[config.mk]
export PLATFORM = sky130hd
export DESIGN_NAME = axi_write
export DESIGN_NICKNAME = d
export VERILOG_FILES = /design/src/rtl/axi_write.sv
export SDC_FILE = /design/constraint.sdc
export NUM_CORES = 1
export LEC_CHECK = 0
export ABC_AREA = 1
export BUFFER_PORTS_ARGS = -buffer_cell sky130_fd_sc_hd__buf_4
export CORE_ASPECT_RATIO = 0.75
export CORE_UTILIZATION = 35
export CTS_CLUSTER_SIZE = 14
export DETAILED_ROUTE_END_ITERATION = 12
export PLACE_DENSITY = 0.82
export SLEW_MARGIN = 20
export SYNTH_ARGS = -nofsm -noshare
export SYNTH_HDL_FRONTEND = slang
export SYNTH_SLANG_ARGS = --single-unit
[constraint.sdc]
create_clock -name m_axi_aclk -period 1.2 [get_ports m_axi_aclk]
set_clock_uncertainty 0.1 [all_clocks]
set_input_delay 0.24 -clock m_axi_aclk [delete_from_list [all_inputs] [get_ports m_axi_aclk]]
set_output_delay 0.24 -clock m_axi_aclk [all_outputs]
set_load 0.03 [all_outputs]
[src/rtl/axi_write.sv]
// AXI4 write master: packs an AXI-Stream into fixed-length INCR bursts written
// at a frame-stride address, pulsing o_wr_done after each write response.
module axi_write #(
  parameter int unsigned AW_FLIP_BYTE  = 0,
  parameter int unsigned AW_ADDR_WIDTH = 32,
  parameter int unsigned AW_DATA_WIDTH = 64,
  parameter int unsigned AW_LEN        = 16,
  parameter int unsigned AW_STRIDE     = 1024,
  parameter int unsigned AW_FRAMES     = 64
) (
  input  logic                       m_axi_aclk,
  input  logic                       m_axi_areset,
  input  logic [AW_DATA_WIDTH-1:0]   S_WR_tdata,
  input  logic                       S_WR_tvalid,
  output logic                       S_WR_tready,
  input  logic                       S_WR_tlast,
  output logic                       o_wr_done,
  output logic                       o_wr_err,
  output logic                       m_axi_awid,
  output logic [AW_ADDR_WIDTH-1:0]   m_axi_awaddr,
  output logic [7:0]                 m_axi_awlen,
  output logic [2:0]                 m_axi_awsize,
  output logic [1:0]                 m_axi_awburst,
  output logic                       m_axi_awlock,
  output logic [3:0]                 m_axi_awcache,
  output logic [2:0]                 m_axi_awprot,
  output logic [3:0]                 m_axi_awqos,
  output logic                       m_axi_awvalid,
  input  logic                       m_axi_awready,
  output logic [AW_DATA_WIDTH-1:0]   m_axi_wdata,
  output logic [AW_DATA_WIDTH/8-1:0] m_axi_wstrb,
  output logic                       m_axi_wlast,
  output logic                       m_axi_wvalid,
  input  logic                       m_axi_wready,
  input  logic                       m_axi_bid,
  input  logic [1:0]                 m_axi_bresp,
  input  logic                       m_axi_bvalid,
  output logic                       m_axi_bready
);

  localparam int unsigned NB = AW_DATA_WIDTH / 8;
  localparam logic [AW_ADDR_WIDTH-1:0] STRIDE    = AW_ADDR_WIDTH'(AW_STRIDE);
  localparam logic [AW_ADDR_WIDTH-1:0] LAST_BASE = AW_ADDR_WIDTH'(AW_STRIDE * (AW_FRAMES - 1));
  localparam logic [8:0]               LAST_BEAT = 9'(AW_LEN - 1);

  typedef enum logic [2:0] {IDLE, WR_ADDR, WR_DATA, WR_RESP, WR_DONE} state_t;

  state_t                   state, state_n;
  logic [8:0]               beat_cnt;
  logic [AW_ADDR_WIDTH-1:0] base;
  logic                     awvalid_q;
  logic                     err_q;
  logic                     last_beat;
  logic                     beat_xfer;
  logic [AW_DATA_WIDTH-1:0] data_fmt;
  logic                     unused_ok;

  assign unused_ok = &{1'b0, m_axi_bid};

  assign m_axi_awid    = 1'b0;
  assign m_axi_awaddr  = base;
  assign m_axi_awlen   = 8'(AW_LEN - 1);
  assign m_axi_awsize  = 3'($clog2(NB));
  assign m_axi_awburst = 2'b01;
  assign m_axi_awlock  = 1'b0;
  assign m_axi_awcache = 4'd3;
  assign m_axi_awprot  = '0;
  assign m_axi_awqos   = '0;
  assign m_axi_awvalid = awvalid_q;
  assign m_axi_wstrb   = '1;
  assign m_axi_wdata   = data_fmt;
  assign o_wr_err      = err_q;

  assign last_beat = (beat_cnt == LAST_BEAT);
  assign beat_xfer = (state == WR_DATA) && S_WR_tvalid && m_axi_wready;

  always_comb begin
    data_fmt = S_WR_tdata;
    if (AW_FLIP_BYTE != 0) begin
      for (int unsigned i = 0; i < NB; i++) begin
        data_fmt[8*i +: 8] = S_WR_tdata[8*(NB-1-i) +: 8];
      end
    end
  end

  always_comb begin
    state_n      = state;
    m_axi_wvalid = 1'b0;
    m_axi_wlast  = 1'b0;
    m_axi_bready = 1'b0;
    S_WR_tready  = 1'b0;
    o_wr_done    = 1'b0;
    case (state)
      IDLE:    if (S_WR_tvalid) state_n = WR_ADDR;
      WR_ADDR: if (m_axi_awready) state_n = WR_DATA;
      WR_DATA: begin
        // W channel is a straight pass-through of the stream
        m_axi_wvalid = S_WR_tvalid;
        S_WR_tready  = m_axi_wready;
        m_axi_wlast  = last_beat;
        if (beat_xfer && last_beat) state_n = WR_RESP;
      end
      WR_RESP: begin
        m_axi_bready = 1'b1;
        if (m_axi_bvalid) state_n = WR_DONE;
      end
      WR_DONE: begin
        o_wr_done = 1'b1;
        state_n   = IDLE;
      end
      default: state_n = IDLE;
    endcase
  end

  always_ff @(posedge m_axi_aclk) begin
    if (m_axi_areset) begin
      state     <= IDLE;
      awvalid_q <= 1'b0;
      beat_cnt  <= '0;
      base      <= '0;
      err_q     <= 1'b0;
    end else begin
      state     <= state_n;
      // registered AWVALID: high for exactly the cycles spent in WR_ADDR
      awvalid_q <= (state_n == WR_ADDR);
      if (beat_xfer) begin
        beat_cnt <= last_beat ? '0 : beat_cnt + 9'd1;
        if (S_WR_tlast != last_beat) err_q <= 1'b1;
      end
      if (state == WR_RESP && m_axi_bvalid && m_axi_bresp != 2'b00) err_q <= 1'b1;
      if (state == WR_DONE) base <= (base >= LAST_BASE) ? '0 : base + STRIDE;
    end
  end

endmodule

# Word-level counts from Yosys, hierarchy flattened
# Cells that the tools add are included.
op_classes:
  n_addsub: 2
  multipliers: 0
  div: 0
  n_lt_le_gt_ge: 1
  n_eq_ne: 7
  n_shift: 0
  muxes: 15
  n_bitwise: 0
  n_reduce_logical: 10
op_table:
  columns: ["op", "n"]
  rows:
  - ["32-bit by 11-bit adder with 32-bit output (second input constant)", 1]
  - ["32-bit by 16-bit >= comparator with 1-bit output (second input constant)", 1]
  - ["32-bit 2-to-1 mux", 1]
  - ["3-bit 2-to-1 mux", 4]
  - ["3-bit case mux with 4 select lines", 1]
  - ["9-bit by 1-bit adder with 9-bit output (second input constant)", 1]
  - ["9-bit by 4-bit == test with 1-bit output (second input constant)", 1]
  - ["9-bit 2-to-1 mux", 1]
  - ["1-bit 2-to-1 mux", 8]
  - ["3-bit by 1-bit == test with 1-bit output (second input constant)", 2]
  - ["3-bit by 2-bit == test with 1-bit output (second input constant)", 2]
  - ["2-bit nonzero test", 3]
  - ["1-bit logical AND", 5]
  - ["3-bit == test (second input constant)", 1]
  - ["3-bit zero test", 1]
  - ["2-bit AND reduction", 1]
  - ["1-bit != test", 1]
word_totals:
  ff_bits: 46
  latch_bits: 0
  mem_bits_rw: 0
  rom_bits: 0
  inputBits: 74
  output_inout_bits: 137
  word_cells: 40
  mem_count: 0

# Logic depth before layout (Yosys ltp)
# Gate-level depths: netlist of the first run.
logic_depth:
  ltp_word: 7
  mapped_depth: 7
  depth_no_buf: 7

# Least setup slack after synthesis of the first run
# No wires, ideal clock.
synth_path:
  kind: "register -> output"
  start: "register beat_cnt[0]"
  end: "output port m_axi_wlast"
  arrival_time_ns: 1.355
  t_required_ns: 0.860
  setup_slack_ns: -0.495
  path_stages_with_launch: 6
  n_path_buf: 0
  cell_sequence: "dfxtp_1 ha_1 nand2_1 nor2_2 nand3_1 nor2_1"
synth_between:
  elab_chain_len: 2
synth_lines:
  columns: ["element", "line", "text"]
  rows:
  - ["start: declaration", "49", "logic [8:0] beat_cnt;"]
  - ["start signal: assignment", "127", "beat_cnt <= last_beat ? '0 : beat_cnt + 9'd1;"]
  - ["9-bit by 4-bit == test with 1-bit output", "74", "assign last_beat = (beat_cnt == LAST_BEAT);"]
  - ["1-bit 2-to-1 mux", "93", "case (state)"]
  - ["end: declaration", "32", "output logic m_axi_wlast,"]
# No other way between the ends.

# Worst setup path in the final report of the first run
layout_path:
  start: "register beat_cnt[1]"
  end: "output port m_axi_wlast"
# The elaborated chain is that of the path after synthesis.

==> out/results.tsv, run 1 <==
metric	value	unit
status	complete, but fails checks	
violations	DRC, setup timing	
syn_inst	332	
reg2reg_slack	-0.25	ns
finalCritPeriodShare	136	%
vias	1927	
grt_max_degree	19	
cts_sinks	36	
cts_tree	done	
nNetsFinal	430	
netlist.area_leader.share	33.2	%
cp-end-kind	primary output	
synth_top_area_cell	buf_4	
post_drt_wl_per_cell	12.9	um
clk_path_buf_depth	2	
final_max_slew_viol_count	0	
cts_root_buffer	clkbuf_8	
critical_path_buf_inv_count	1	
ant_nets	0	
fill_cells	578	
grt-ovfl-total	0	
critPathLaunchType	register	
die_area	0.00731	sq mm
r2r_cells	8	
holdPathStages	2	
yosysSeqAreaShare	29.5	%
route.detailed.drc	9	
drt-total-wl	5610	um
hold_viol_final	0	
synth.area.top_cells	buf_4 33%, dfxtp_1 30%, nand2_1 6.6%	
peakVddDrop	0.000477	V
crit_required	0.86	ns
die_w	98.4	um
fin_ws	-0.427	ns
fin_crit	1.63	ns
io_pins	211	
rows	25	
cts.clk_slew.worst_paths	0.08	ns
critPathMaxFanout	3	
grt_pass1_wl	8420	um
yosys_warnings	0	
power.total	2.50	mW
antenna_found_initial	0	
gp_congestion	0.837	
max_stage_delay	0.36	ns
pre_cts_ws	-0.182	ns
start_util	37.5	%
hold_start	m_axi_areset	
crit_family	flip-flops	
timing.fmax	614	MHz
hold_buffers	0	
critPathKind	register to primary output	
worstPathArrival	1.29	ns
drtIter0Drc	75	
min_to	m_axi_awaddr[23]	
clk_latency	0.30	ns
cellPowerDensity	810	mW/mm^2
ys_types	28	
finalSetupViolations	39	
hold_class	input port to register	
rsz0062_at_grt	yes	
total_leakage_power	1.43	nW
grt_pass1_vias	1798	
crit_slowest_cell	dfxtp_2	
syn_area	0.00244	sq mm
drtPass1Iterations	11	
r2r_end	beat_cnt[6]	
r2r-start	state[0]	
worstPathCellList	ha_4 -> nand2_4 -> nor2_4 -> nand3_2 -> nor2_4 -> buf_6	
coreArea	0.00651	sq mm
ys_seq_elements	36	
cts_max_level	2	
cts_buffers	5	
cp_common_cell	nor2_4	
drv_cap	0	
grt_usage	15.0	%
drive_gt1_share	53.4	%
hpwl	3710	um
antenna_cells	0	
layout_commonest_cell	buf_4	
port_buffers	37	
avgSynthCellArea	7.35	sq um
synthToLayoutAreaGrowth	26.8	%
final_cell_mix	48 x buf_4, 44 x conb_1, 34 x buf_6	
die_h	74.3	um
via_per_inst	4.43	
-- worst max-delay path by stage --
| stage | cells after the start | endpoint | start |
|---|---|---|---|
| floorplan | 5 | m_axi_wlast | beat_cnt[0] |
| global placement | 6 | m_axi_wlast | beat_cnt[1] |
| detailed placement | 6 | m_axi_wlast | beat_cnt[1] |
| CTS | 6 | m_axi_wlast | beat_cnt[1] |
| global route | 6 | m_axi_wlast | beat_cnt[1] |
| finish | 6 | m_axi_wlast | beat_cnt[1] |
-- flip-flops by register name (all words and copies together), names as in the netlist --
| name | flops |
|---|---|
| state | 3 |
| m_axi_awvalid | 1 |
| o_wr_err | 1 |
| m_axi_awaddr | 22 |
| beat_cnt | 9 |
-- worst register-to-register path: cells and delay by family, from the launching register on --
family,cells,cell delay (ns)
and+or+nand+nor,4,0.46
buffers and inverters,3,0.42
DFF,1,0.34
AOI/OAI and AO/OA,1,0.04
-- layout make-up --
cell class	count	area (sq um)	share of cell area, %
multi-input cells	195	1250	40.4
inverters	31	121	3.92
clock inverters	3	18.8	0.607
well taps	81	101	3.28
repair buffers	84	773	25.0
flip-flops and latches	36	761	24.6
clock buffers	5	68.8	2.22
-- logic make-up (layout without fill, tap and decap cells) --
family | after synthesis | in the layout | synth area share (%)
multiplexers | 1 | 1 | 0.410
AND/OR/NAND/NOR | 127 | 127 | 24.1
AO/OA/AOI/OAI | 16 | 16 | 3.69
buffers and inverters | 143 | 123 | 39.0
adder cells (fa/ha/maj) | 3 | 3 | 1.54
other | 2 | 44 | 0.308
flip-flops | 36 | 36 | 29.5
XOR/XNOR | 4 | 4 | 1.44
-- through the flow --
stage               util (%)  hold WS, ns  TNS (ns)  cells  cell area (sq um)
floorplan                  -        0.217    -0.561    374               2680
CTS                     44.4       0.0551     -5.35    433               2890
finish                  47.5       0.0616     -5.28    435               3090
global placement        37.8        0.341    -0.948    411               2460
global route            47.5       0.0601     -7.43    435               3090
detailed placement      37.8        0.344     -1.52    411               2460
-- layer usage --
metal,share of wire [%],global-route usage [%],up-vias
met5,0,0,-
met4,2.2,9.29,0
li1,-,-,918
met2,50,25.2,85
met1,40,16.5,908
met3,7.5,5.64,16
-- synth_stat cells (all sizes together) --
| library cell | instances |
|---|---|
| buf | 110 |
| nor2 | 44 |
| nand2 | 43 |
| dfxtp | 36 |
| inv | 31 |
| nand3 | 23 |
| nor3 | 11 |
| a21oi | 10 |
| o21ai | 5 |
| ha | 3 |
| nand4 | 3 |
| xnor2 | 3 |
| clkbuf | 2 |
| conb | 2 |
| mux2i | 1 |
| nand3b | 1 |
| nor4 | 1 |
| o21a | 1 |
| or2 | 1 |
| xor2 | 1 |
-- power breakdown --
part	leakage, nW	switching (mW)	internal, mW
combinational	1.08	0.311	0.110
sequential	0.303	0.00968	1.20
clock	0.0479	0.472	0.405
-- repair_timing --
item,4_1_cts,5_1_grt
pin swaps,21,28
buffers inserted,16,9
endpoints found under the setup margin,26,52
gates resized for setup,65,61
(Power assumes the default switching activity.)
==> run 2, diff against run 1 <==
Settings changed: CORE_MARGIN set to 3, CORE_UTILIZATION 35 to 36, CTS_BUF_LIST set to sky130_fd_sc_hd__clkbuf_2 sky130_fd_sc_hd__clkbuf_4 sky130_fd_sc_hd__clkbuf_8, PLACE_DENSITY 0.82 to 0.84.
==> out/results.tsv, run 2 (synthesized netlist as in run 1, its figures left out) <==
metric	value	unit	change
status	complete, but fails checks		unchanged
violations	setup timing		was DRC, setup timing
wirelength_met1	2410	um	was 2250 um
cp-end-kind	primary output		unchanged
cts_root_buffer	clkbuf_8		unchanged
die_w	101	um	was 98.4 um
gp_congestion	0.786		was 0.837
p_sw_share	32.6	%	was 31.7%
fill_cells	532		was 578
port_buffers	37		unchanged
comb_power_share	17.2	%	was 16.8%
wl_met3	591	um	was 421 um
cts_sinks	36		unchanged
cellPowerDensity	770	mW/mm^2	was 810 mW/mm^2
die_h	77.3	um	was 74.3 um
synthToLayoutAreaGrowth	35.3	%	was 26.8%
hold_viol_final	0		unchanged
pre_cts_ws	-0.215	ns	was -0.182 ns
io_pins	211		unchanged
cts.clk_slew.worst_paths	0.08	ns	about the same
clkPwrFrac	35.3	%	was 35.0%
hold_class	input port to register		unchanged
finalCritPeriodShare	140	%	was 136%
grt_pass1_vias	1970		was 1,798
p_sw	0.830	mW	was 0.793 mW
die_area	0.00781	sq mm	was 0.00731 sq mm
hpwl	3930	um	was 3710 um
dr_wl_met2	3630	um	was 2810 um
drtIter0Drc	88		was 75
peakVddDrop	0.000573	V	was 0.000477 V
grt_pass1_wl	9020	um	was 8420 um
drt-total-wl	6920	um	was 5610 um
clk_latency	0.30	ns	about the same
total_leakage_power	1.51	nW	was 1.43 nW
post_drt_wl_per_cell	15.5	um	was 12.9 um
start_util	37.9	%	was 37.5%
finalSetupViolations	37		was 39
drive_gt1_share	60.7	%	was 53.4%
vias	2094		was 1,927
worstPathArrival	1.34	ns	was 1.29 ns
rsz0062_at_grt	yes		unchanged
design_area	0.00330	sq mm	was 0.00309 sq mm
seqCellArea	759	sq um	was 761 sq um
nNetsFinal	442		was 430
antenna_found_initial	0		unchanged
critPathKind	register to primary output		unchanged
ant_nets	0		unchanged
internal-power	1.71	mW	about the same
seqPwrFrac	47.4	%	was 48.2%
grt-ovfl-total	0		unchanged
fin_crit	1.68	ns	was 1.63 ns
grt_max_degree	18		was 19
critPathMaxFanout	2		was 3
route.detailed.drc	0		was 9
layout_commonest_cell	buf_4		unchanged
postPlaceCellArea	0.00250	sq mm	was 0.00246 sq mm
cts_max_level	2		unchanged
coreArea	0.00644	sq mm	was 0.00651 sq mm
rows	25		unchanged
cts_tree	done		unchanged
crit_required	0.86	ns	about the same
final_cell_mix	64 x buf_4, 44 x conb_1, 29 x buf_6		was 48 x buf_4, 44 x conb_1, 34 x buf_6
cts_buffers	5		unchanged
fin_ws	-0.481	ns	was -0.427 ns
multi_input_area	0.00136	sq mm	was 0.00125 sq mm
final_max_slew_viol_count	0		unchanged
largest_reg_flops	22		unchanged
timing.fmax	595	MHz	was 614 MHz
clk_path_buf_depth	2		unchanged
drv_cap	0		unchanged
critPathLaunchType	register		unchanged
via_per_inst	4.68		was 4.43
drtPass1Iterations	4		was 11
antenna_cells	0		unchanged
routed.top_layer	met4		unchanged
grt_usage	14.3	%	was 15.0%
-- run 2: final cells by class --
class,count,share of cell area (%)
Clock buffer,5,2.08
Clock inverter,3,0.569
Inverter,31,3.83
Multi-Input combinational cell,195,41.3
Sequential cell,36,23.0
Tap cell,81,3.07
Timing Repair Buffer,96,26.1
-- run 2: repair_timing --
| item | in CTS | in global routing |
|---|---|---|
| cloned | 0 | 1 |
| endpoints found under the setup margin | 27 | 50 |
| buffers inserted | 17 | 10 |
| resized for setup | 61 | 93 |
| pin swaps | 19 | 31 |
| hold buffers | 0 | 0 |
-- run 2: power by group through the flow --
| stage | registers (mW) | logic [mW] | clock network [mW] |
|---|---|---|---|
| floorplan | 1.25 | 0.766 | 0 |
| global placement | 1.24 | 0.342 | 0 |
| detailed placement | 1.24 | 0.343 | 0 |
| CTS | 1.21 | 0.391 | 0.887 |
| global route | 1.21 | 0.461 | 0.958 |
| finish | 1.21 | 0.438 | 0.899 |
-- run 2: metal layers --
layer  GRT usage, %  vias up
li1               -      952
met1           16.6     1007
met2           23.0      107
met3           6.73       28
met4           5.05        0
met5              0        -
-- run 2: worst paths after layout --
check | startpoint | end | slack, ns | cells after the start
max | beat_cnt[1] | m_axi_wlast | -0.48 | 6
min reg2reg | m_axi_awaddr[26] | m_axi_awaddr[26] | 0.36 | 2
max reg2reg | beat_cnt[1] | beat_cnt[8] | -0.37 | 10
min | m_axi_areset | m_axi_awaddr[23] | 0.08 | 2
-- run 2: critical path: stages, from the launching register on --
cell	delay (ns)
dfxtp_2	0.36
ha_4	0.15
nand2_4	0.06
nor2_4	0.15
nand3_4	0.09
nor2_4	0.09
buf_6	0.13
-- run 2: per-stage QoR --
| step | hold WS (ns) | TNS [ns] | power (mW) | instances | utilization, % |
|---|---|---|---|---|---|
| floorplan | 0.217 | -0.561 | 2.01 | 374 | - |
| global route | 0.0804 | -8.48 | 2.63 | 447 | 51.2 |
| CTS | 0.0539 | -3.45 | 2.49 | 442 | 45.7 |
| global placement | 0.343 | -0.915 | 1.58 | 417 | 38.8 |
| finish | 0.0777 | -6.33 | 2.54 | 447 | 51.2 |
| detailed placement | 0.347 | -1.40 | 1.58 | 417 | 38.8 |
